`config.mk`:
```
export PLATFORM = sky130hd
export DESIGN_NAME = haar_stage_streamer_flat
export DESIGN_NICKNAME = d
export VERILOG_FILES = /design/src/rtl/haar_stage_streamer_if.sv /design/src/rtl/haar_stage_streamer.sv /design/src/flat_wrapper.sv
export SDC_FILE = /design/constraint.sdc
export NUM_CORES = 1
export LEC_CHECK = 0
export ABC_AREA = 1
export BUFFER_PORTS_ARGS = -buffer_cell sky130_fd_sc_hd__buf_4
export CELL_PAD_IN_SITES_DETAIL_PLACEMENT = 1
export CELL_PAD_IN_SITES_GLOBAL_PLACEMENT = 2
export CORE_ASPECT_RATIO = 1.25
export CORE_MARGIN = 4
export CORE_UTILIZATION = 32
export CTS_CLUSTER_SIZE = 14
export DETAILED_ROUTE_END_ITERATION = 10
export PLACE_DENSITY_LB_ADDON = 0.25
export SYNTH_ARGS = -nofsm -noshare
export SYNTH_HDL_FRONTEND = slang
export SYNTH_SLANG_ARGS = --single-unit
```
`constraint.sdc`:
```
create_clock -name clk -period 3.2 [get_ports clk]
set_input_delay 0 -clock clk [delete_from_list [all_inputs] [get_ports clk]]
set_output_delay 0 -clock clk [all_outputs]
set_load 0.01 [all_outputs]
```
`src/rtl/haar_stage_streamer_if.sv`:
```
// Memory read port and output word stream of the Haar cascade stage streamer.
// The streamer connects through the master modport; the memory and consumer side use the slave modport.
interface haar_stage_streamer_if #(
    parameter int ADDR_WIDTH = 12,
    parameter int DATA_WIDTH = 12
);
    logic                  o_mem_rd;
    logic [ADDR_WIDTH-1:0] o_mem_addr;
    logic [DATA_WIDTH-1:0] i_mem_data;
    logic                  o_valid;
    logic                  i_ready;
    logic [DATA_WIDTH-1:0] o_data;
    logic [11:0]           o_index_classifier;
    logic [4:0]            o_index_param;
    logic                  o_is_threshold;
    logic                  o_end_classifier;
    logic                  o_end_stage;

    modport master (
        output o_mem_rd, o_mem_addr,
        input  i_mem_data,
        output o_valid,
        input  i_ready,
        output o_data, o_index_classifier, o_index_param,
        output o_is_threshold, o_end_classifier, o_end_stage
    );

    modport slave (
        input  o_mem_rd, o_mem_addr,
        output i_mem_data,
        input  o_valid,
        output i_ready,
        input  o_data, o_index_classifier, o_index_param,
        input  o_is_threshold, o_end_classifier, o_end_stage
    );
endinterface

```
`src/rtl/haar_stage_streamer.sv`:
```
// Reads one cascade stage's header, then streams its classifier and threshold words
// through a 2-entry output FIFO with at most two words buffered or in flight.
//
//   state      | meaning
//   IDLE       | waiting for i_start
//   HDR_BASE   | read stage base address (2s)
//   HDR_CNT    | latch base, read classifier count (2s+1)
//   CNT_WAIT   | latch N; reject N == 0
//   STREAM     | issue reads base+0 .. base+W-1
//   DRAIN      | all reads issued, wait for the last word to be taken
module haar_stage_streamer #(
    parameter int ADDR_WIDTH               = 12,
    parameter int DATA_WIDTH               = 12,
    parameter int NUM_STAGES               = 25,
    parameter int NUM_PARAM_PER_CLASSIFIER = 18,
    parameter int NUM_STAGE_THRESHOLD      = 3
) (
    input  logic                         clk,
    input  logic                         reset,
    input  logic                         i_start,
    input  logic [4:0]                   i_stage,
    input  logic                         i_abort,
    haar_stage_streamer_if.master        bus,
    output logic                         o_busy,
    output logic                         o_done,
    output logic                         o_err
);
    typedef enum logic [2:0] {
        S_IDLE, S_HDR_BASE, S_HDR_CNT, S_CNT_WAIT, S_STREAM, S_DRAIN
    } state_t;

    typedef struct packed {
        logic [11:0] cls;
        logic [4:0]  prm;
        logic        thr;
        logic        endc;
        logic        ends;
    } meta_t;

    typedef struct packed {
        logic [DATA_WIDTH-1:0] data;
        meta_t                 meta;
    } word_t;

    state_t                r_state, w_next;
    logic [4:0]            r_stage;
    logic [ADDR_WIDTH-1:0] r_base, r_addr;
    logic [11:0]           r_n, w_n;
    logic [31:0]           r_remain;
    logic [11:0]           r_iss_cls;
    logic [4:0]            r_iss_prm;
    logic                  r_iss_thr;
    logic                  r_inf;
    meta_t                 r_inf_meta, w_iss_meta;
    word_t                 r_fifo [2];
    logic                  r_wp, r_rp;
    logic [1:0]            r_occ;
    logic                  r_done, r_rst_q;
    word_t                 w_head;
    logic                  w_quiet, w_pop, w_push, w_issue, w_rd_hdr, w_stage_ok, w_n_zero;
    logic [2:0]            w_level;

    assign w_n        = 12'(bus.i_mem_data);
    assign w_n_zero   = (bus.i_mem_data == '0);
    assign w_stage_ok = (32'(i_stage) < NUM_STAGES);
    assign w_head     = r_fifo[r_rp];
    assign w_quiet    = reset | r_rst_q;
    // Abort wins over a same-cycle handshake, so the word is not consumed.
    assign w_pop      = (r_occ != 2'd0) && bus.i_ready && !i_abort;
    assign w_push     = r_inf && !i_abort;
    assign w_level    = {1'b0, r_occ} + {2'b0, r_inf} - {2'b0, w_pop};
    assign w_issue    = (r_state == S_STREAM) && (r_remain != 32'd0) && (w_level < 3'd2)
                        && !i_abort && !reset;
    assign w_rd_hdr   = ((r_state == S_HDR_BASE) || (r_state == S_HDR_CNT)) && !i_abort;

    assign w_iss_meta.cls  = r_iss_cls;
    assign w_iss_meta.prm  = r_iss_prm;
    assign w_iss_meta.thr  = r_iss_thr;
    assign w_iss_meta.endc = !r_iss_thr && (r_iss_prm == 5'(NUM_PARAM_PER_CLASSIFIER - 1));
    assign w_iss_meta.ends = (r_remain == 32'd1);

    always_ff @(posedge clk) begin
        if (reset) r_state <= S_IDLE;
        else       r_state <= w_next;
    end

    always_comb begin
        w_next = r_state;
        unique case (r_state)
            S_IDLE:     if (i_start && !r_done && !r_rst_q && w_stage_ok) w_next = S_HDR_BASE;
            S_HDR_BASE: w_next = S_HDR_CNT;
            S_HDR_CNT:  w_next = S_CNT_WAIT;
            S_CNT_WAIT: w_next = w_n_zero ? S_IDLE : S_STREAM;
            S_STREAM:   if (w_issue && (r_remain == 32'd1)) w_next = S_DRAIN;
            S_DRAIN:    if (w_pop && w_head.meta.ends) w_next = S_IDLE;
            default:    w_next = S_IDLE;
        endcase
        if (i_abort && (r_state != S_IDLE)) w_next = S_IDLE;
    end

    always_comb begin
        bus.o_mem_rd           = 1'b0;
        bus.o_mem_addr         = '0;
        bus.o_valid            = 1'b0;
        bus.o_data             = '0;
        bus.o_index_classifier = '0;
        bus.o_index_param      = '0;
        bus.o_is_threshold     = 1'b0;
        bus.o_end_classifier   = 1'b0;
        bus.o_end_stage        = 1'b0;
        o_busy                 = 1'b0;
        o_done                 = 1'b0;
        o_err                  = 1'b0;
        if (!w_quiet) begin
            bus.o_mem_rd = w_rd_hdr || w_issue;
            if (w_rd_hdr)     bus.o_mem_addr = ADDR_WIDTH'({r_stage, r_state == S_HDR_CNT});
            else if (w_issue) bus.o_mem_addr = r_addr;
            if (r_occ != 2'd0) begin
                bus.o_valid            = 1'b1;
                bus.o_data             = w_head.data;
                bus.o_index_classifier = w_head.meta.cls;
                bus.o_index_param      = w_head.meta.prm;
                bus.o_is_threshold     = w_head.meta.thr;
                bus.o_end_classifier   = w_head.meta.endc;
                bus.o_end_stage        = w_head.meta.ends;
            end
            o_busy = (r_state != S_IDLE);
            o_done = r_done;
            o_err  = ((r_state == S_IDLE) && i_start && !r_done && !w_stage_ok)
                     || ((r_state == S_CNT_WAIT) && w_n_zero && !i_abort);
        end
    end

    always_ff @(posedge clk) begin
        if (reset) begin
            r_stage    <= '0;
            r_base     <= '0;
            r_addr     <= '0;
            r_n        <= '0;
            r_remain   <= '0;
            r_iss_cls  <= '0;
            r_iss_prm  <= '0;
            r_iss_thr  <= 1'b0;
            r_inf      <= 1'b0;
            r_inf_meta <= '0;
            r_wp       <= 1'b0;
            r_rp       <= 1'b0;
            r_occ      <= '0;
            r_done     <= 1'b0;
            r_rst_q    <= 1'b1;
        end else begin
            r_rst_q <= 1'b0;
            r_done  <= (r_state == S_DRAIN) && w_pop && w_head.meta.ends;
            if ((r_state == S_IDLE) && (w_next == S_HDR_BASE)) r_stage <= i_stage;
            if (r_state == S_HDR_CNT) r_base <= ADDR_WIDTH'(bus.i_mem_data);
            if (r_state == S_CNT_WAIT) begin
                r_n       <= w_n;
                r_remain  <= 32'(w_n) * NUM_PARAM_PER_CLASSIFIER + NUM_STAGE_THRESHOLD;
                r_addr    <= r_base;
                r_iss_cls <= '0;
                r_iss_prm <= '0;
                r_iss_thr <= 1'b0;
            end
            if (w_issue) begin
                r_addr   <= r_addr + 1'b1;
                r_remain <= r_remain - 32'd1;
                // After the last classifier word the class index lands on N for the thresholds.
                if (!r_iss_thr && (r_iss_prm == 5'(NUM_PARAM_PER_CLASSIFIER - 1))) begin
                    r_iss_prm <= '0;
                    r_iss_cls <= r_iss_cls + 12'd1;
                    if (r_iss_cls == r_n - 12'd1) r_iss_thr <= 1'b1;
                end else begin
                    r_iss_prm <= r_iss_prm + 5'd1;
                end
                r_inf_meta <= w_iss_meta;
            end
            r_inf <= w_issue;
            if (i_abort) begin
                r_occ <= '0;
                r_wp  <= 1'b0;
                r_rp  <= 1'b0;
            end else begin
                if (w_push) r_wp <= ~r_wp;
                if (w_pop)  r_rp <= ~r_rp;
                r_occ <= r_occ + {1'b0, w_push} - {1'b0, w_pop};
            end
        end
    end

    always_ff @(posedge clk) begin
        if (w_push && !reset) r_fifo[r_wp] <= '{data: bus.i_mem_data, meta: r_inf_meta};
    end
endmodule

```
`src/flat_wrapper.sv`:
```
// flat-port wrapper written by rule: the top's interface ports become plain ports
module haar_stage_streamer_flat 
#(
    parameter int ADDR_WIDTH               = 12,
    parameter int DATA_WIDTH               = 12,
    parameter int NUM_STAGES               = 25,
    parameter int NUM_PARAM_PER_CLASSIFIER = 18,
    parameter int NUM_STAGE_THRESHOLD      = 3
)
  (clk, reset, i_start, i_stage, i_abort, o_busy, o_done, o_err, bus_o_mem_rd, bus_o_mem_addr, bus_i_mem_data, bus_o_valid, bus_i_ready, bus_o_data, bus_o_index_classifier, bus_o_index_param, bus_o_is_threshold, bus_o_end_classifier, bus_o_end_stage);
  haar_stage_streamer_if #(.ADDR_WIDTH(ADDR_WIDTH), .DATA_WIDTH(DATA_WIDTH)) bus_i ();
  input  logic clk;
  input  logic reset;
  input  logic i_start;
  input  logic [4:0] i_stage;
  input  logic i_abort;
  output logic o_busy;
  output logic o_done;
  output logic o_err;
  output wire logic [$bits(bus_i.o_mem_rd)-1:0] bus_o_mem_rd;
  output wire logic [$bits(bus_i.o_mem_addr)-1:0] bus_o_mem_addr;
  input wire logic [$bits(bus_i.i_mem_data)-1:0] bus_i_mem_data;
  output wire logic [$bits(bus_i.o_valid)-1:0] bus_o_valid;
  input wire logic [$bits(bus_i.i_ready)-1:0] bus_i_ready;
  output wire logic [$bits(bus_i.o_data)-1:0] bus_o_data;
  output wire logic [$bits(bus_i.o_index_classifier)-1:0] bus_o_index_classifier;
  output wire logic [$bits(bus_i.o_index_param)-1:0] bus_o_index_param;
  output wire logic [$bits(bus_i.o_is_threshold)-1:0] bus_o_is_threshold;
  output wire logic [$bits(bus_i.o_end_classifier)-1:0] bus_o_end_classifier;
  output wire logic [$bits(bus_i.o_end_stage)-1:0] bus_o_end_stage;
  assign bus_o_mem_rd = bus_i.o_mem_rd;
  assign bus_o_mem_addr = bus_i.o_mem_addr;
  assign bus_i.i_mem_data = bus_i_mem_data;
  assign bus_o_valid = bus_i.o_valid;
  assign bus_i.i_ready = bus_i_ready;
  assign bus_o_data = bus_i.o_data;
  assign bus_o_index_classifier = bus_i.o_index_classifier;
  assign bus_o_index_param = bus_i.o_index_param;
  assign bus_o_is_threshold = bus_i.o_is_threshold;
  assign bus_o_end_classifier = bus_i.o_end_classifier;
  assign bus_o_end_stage = bus_i.o_end_stage;
  haar_stage_streamer #(.ADDR_WIDTH(ADDR_WIDTH), .DATA_WIDTH(DATA_WIDTH), .NUM_STAGES(NUM_STAGES), .NUM_PARAM_PER_CLASSIFIER(NUM_PARAM_PER_CLASSIFIER), .NUM_STAGE_THRESHOLD(NUM_STAGE_THRESHOLD)) u_core (.clk(clk), .reset(reset), .i_start(i_start), .i_stage(i_stage), .i_abort(i_abort), .bus(bus_i), .o_busy(o_busy), .o_done(o_done), .o_err(o_err));
endmodule
```
==> results_dict.tcl <==
set metrics [dict create \
    synth_cell_types 49 \
    stdcell_count 1784 \
    worst_ep_arrival_time_ns 3.00 \
    timing.final.crit_share_pct 93.8 \
    grt_max_degree 74 \
    die_w_um 164 \
    rsz0062_at_grt "false" \
    power_leakage_nw 4.90 \
    grt_pass1_vias 9016 \
    clock_sinks 186 \
    die_y_um 203 \
    clock_latency_ns 0.43 \
    drv_cap 0 \
    cpPeakStageDelay_ns 0.49 \
    clk_pin_slew_ns 0.07 \
    dpl.hpwl_um 21200 \
    clock.fmax_mhz 333 \
    layout-drive-gt1-share_pct 10.8 \
    core_area_um2 30000 \
    grtUsageTotal_pct 18.0 \
    num_io_pins 71 \
    port_buffers 70 \
    postSynthAreaPerCell_um2 7.55 \
    finalNetCount 1422 \
    endpoint_kind "output port" \
    yosys_warnings 0 \
    finalPower_mw 5.01 \
    cts-root-buf "clkbuf_16" \
    first_iter_violations 292 \
    power_density_nw_per_um2 434 \
    synthToLayoutAreaGrowth_pct 18.6 \
    clockBufferDepth 2 \
    row_count 71 \
    syn_area_um2 9740 \
    dr_total_vias 8782 \
    drc 0 \
    grt_pass1_wl_um 47900 \
    vdd_drop_max_mv 0.285 \
    antenna_found_initial 0 \
    seq_area_um2 4370 \
    fillCellCount 3761 \
    relSlewSlack_pct 29.6 \
    syn_inst 1290 \
    cts.htree.levels 4 \
    final.setup.tns_ns 0 \
    firstDrtPassIters 4 \
    fin_area_um2 11500 \
    hold_path.class "in -> reg" \
    wire_per_inst_um 16.5 \
    worst_path_max_delay_cell "fa_1" \
    final-max-slew-violation-count 0 \
    ant_nets 0 \
    cts_tree "built" \
    routed_wl_um 29400 \
    post_dp_cell_area_um2 10700 \
    synth_seq_cells 186 \
    crit_type "reg -> out" \
    cts_made_buffers 17 \
    initial_core_util_pct 32.4 \
    final_hold_viol_count 0 \
    grt_overflow_total 0 \
    cp_max_fo 32 \
    skew_ns 0.0125 \
    dieArea_um2 33300 \
    critPathBufInv 3 \
    ys.flop_type "dfxtp_1" \
    cp_top_family "simple AND/OR/NAND/NOR gates" \
    vias_per_cell 4.92 \
    antennaDiodeCount 0 \
    status "finished clean" \
    placed_cells 1730 \
    synth_edf_count 64 \
    yosysSeqAreaShare_pct 44.8 \
    critPathLaunchType "flip-flop" \
    worstPathRequired_ns 3.20 \
    period_needed_ns 3.00 \
    multi_input_area_um2 4650 \
    async_flop_share_pct 0 \
    crit_chain "o21ai_1 > nor2_1 > buf_4 > nand2_1 > nand3_1 > fa_1 > nand3_1 > nor3_2 > nand2_4 > buf_8 > nor3_1 > buf_4" \
    tightest_slew_ns 1.05 \
    syn_nets 1342 \
    setup_viol 0 \
    place.gp.congestion 0.795 \
]
-- cells by family after synthesis --
group	after synthesis	share of synthesized area (%)
DFF	186	44.8
muxes	1	0.103
buffers and inverters	184	7.68
xor gates and xnor gates	31	3.07
and+or+nand+nor	601	26.3
adders and majority gates	30	4.01
AOI/OAI and AO/OA	257	14.0
-- cells in the final DEF (no fill, tap or decap), types with 3 or more instances in the layout --
master | netlist | final
a211oi_1 | 5 | 5
a21oi_1 | 125 | 125
a31oi_1 | 9 | 9
and2_1 | 3 | 3
buf_4 | 4 | 88
bufinv_16 | 0 | 3
clkbuf_16 | 0 | 17
clkinv_2 | 1 | 3
clkinv_4 | 0 | 3
dfxtp_1 | 122 | 121
dlygate4sd3_1 | 0 | 20
edfxtp_1 | 64 | 64
ha_1 | 28 | 28
inv_1 | 130 | 129
inv_2 | 2 | 3
nand2_1 | 297 | 297
nand3_1 | 76 | 76
nand3b_1 | 6 | 6
nand4_1 | 15 | 15
nor2_1 | 151 | 149
nor2_2 | 3 | 5
nor3_1 | 27 | 22
nor3_2 | 3 | 8
nor3b_1 | 4 | 4
nor4_1 | 6 | 6
o211ai_1 | 3 | 3
o21ai_0 | 96 | 95
o21ai_1 | 3 | 4
o221ai_1 | 4 | 4
o22ai_1 | 3 | 3
or2_2 | 3 | 3
xnor2_1 | 10 | 10
xor2_1 | 19 | 19
-- state kept, by name (all words and copies together) (netlist names), named ones only --
name / flops
u_core.r_stage: 5
u_core.r_base: 12
u_core.r_iss_thr: 1
u_core.r_fifo: 64
u_core.r_rp: 1
u_core.r_iss_prm: 5
u_core.r_inf_meta: 20
u_core.r_occ: 2
u_core.r_inf: 1
u_core.r_addr: 12
u_core.r_rst_q: 1
u_core.r_wp: 1
u_core.r_iss_cls: 12
u_core.r_state: 3
u_core.r_n: 12
u_core.r_remain: 32
u_core.r_done: 1
-- layer usage --
metal	global-route usage [%]	share of wire, %
met2	34.1	54
met1	21.3	43
met4	4.76	1.5
met3	2.21	1.6
met5	0	0
-- path summary, 6_finish.rpt --
path	from	to	slack [ns]	cells past startpoint
max	u_core.r_occ[0]	bus_o_mem_addr[10]	0.20	12
min	i_start	u_core.r_stage[0]	0.1	5
max reg2reg	u_core.r_occ[0]	u_core.r_iss_cls[2]	0.31	14
min reg2reg	u_core.r_inf_meta[16]	u_core.r_fifo[1][16]	0.45	0
-- final cells by class --
| class | count | share of cell area (%) |
|---|---|---|
| flip-flops and latches | 186 | 37.8 |
| clock inverters | 12 | 1.28 |
| clock buffers | 20 | 3.87 |
| repair buffers | 111 | 7.93 |
| multi-input cells | 920 | 40.3 |
| well taps | 401 | 4.35 |
| inverters | 134 | 4.43 |
-- timing repair --
action                                 in CTS  in global routing
endpoints found under the hold margin      57                  0
setup endpoints to repair                  12                 14
pin swaps                                   1                  2
hold buffers                               20                  0
resized for setup                           5                  5
buffers inserted                            1                  1
-- synthesized netlist by cell type (2+ instances only) --
master      n  area share [%]
a31oi_1     9            0.58
dfxtp_1   122              25
nand3b_1    6            0.46
inv_1     130             5.0
buf_4       4            0.31
a21oi_1   125             6.4
ha_1       28             3.6
nand3_1    76             3.9
nor3b_1     4            0.31
xnor3_1     2            0.46
xor2_1     19             1.7
inv_2       2           0.077
a211oi_1    5            0.39
o21ai_0    96             4.9
edfxtp_1   64              20
clkbuf_1   34             1.3
fa_1        2            0.41
nor2_4      2            0.23
buf_2       7            0.36
o21ai_1     3            0.15
nand4_1    15            0.96
nand2_4     2            0.23
nor2_1    151             5.8
or2_2       3            0.19
nand2_2     2            0.13
buf_6       4            0.46
o22ai_1     3            0.19
a21o_1      2            0.15
xnor2_1    10            0.90
nor3_2      3            0.31
nor2_2      3            0.19
nor4_1      6            0.39
o211ai_1    3            0.23
nand2_1   297              11
o221ai_1    4            0.36
nor3_1     27             1.4
and2_1      3            0.19
-- where the power goes --
group          switching [mW]  internal, mW
sequential            0.00666          2.44
combinational           0.266         0.138
clock                   0.914          1.25
-- worst min-delay path: stages --
cell     delay, ns
buf_4         0.11
nand2_1       0.06
nor4_1        0.04
buf_4         0.15
a21oi_1       0.13
-- stage by stage --
step / hold WS [ns] / worst slack [ns] / utilization, %
floorplan: 0.0277 / 0.0361 / -
global placement: 0.241 / 0.275 / 35.6
detailed placement: 0.245 / 0.173 / 35.6
CTS: 0.0878 / 0.0121 / 38.4
global route: 0.0985 / 0.0469 / 38.4
finish: 0.0966 / 0.199 / 38.4
No activity file was read; power rests on OpenSTA's default activity.
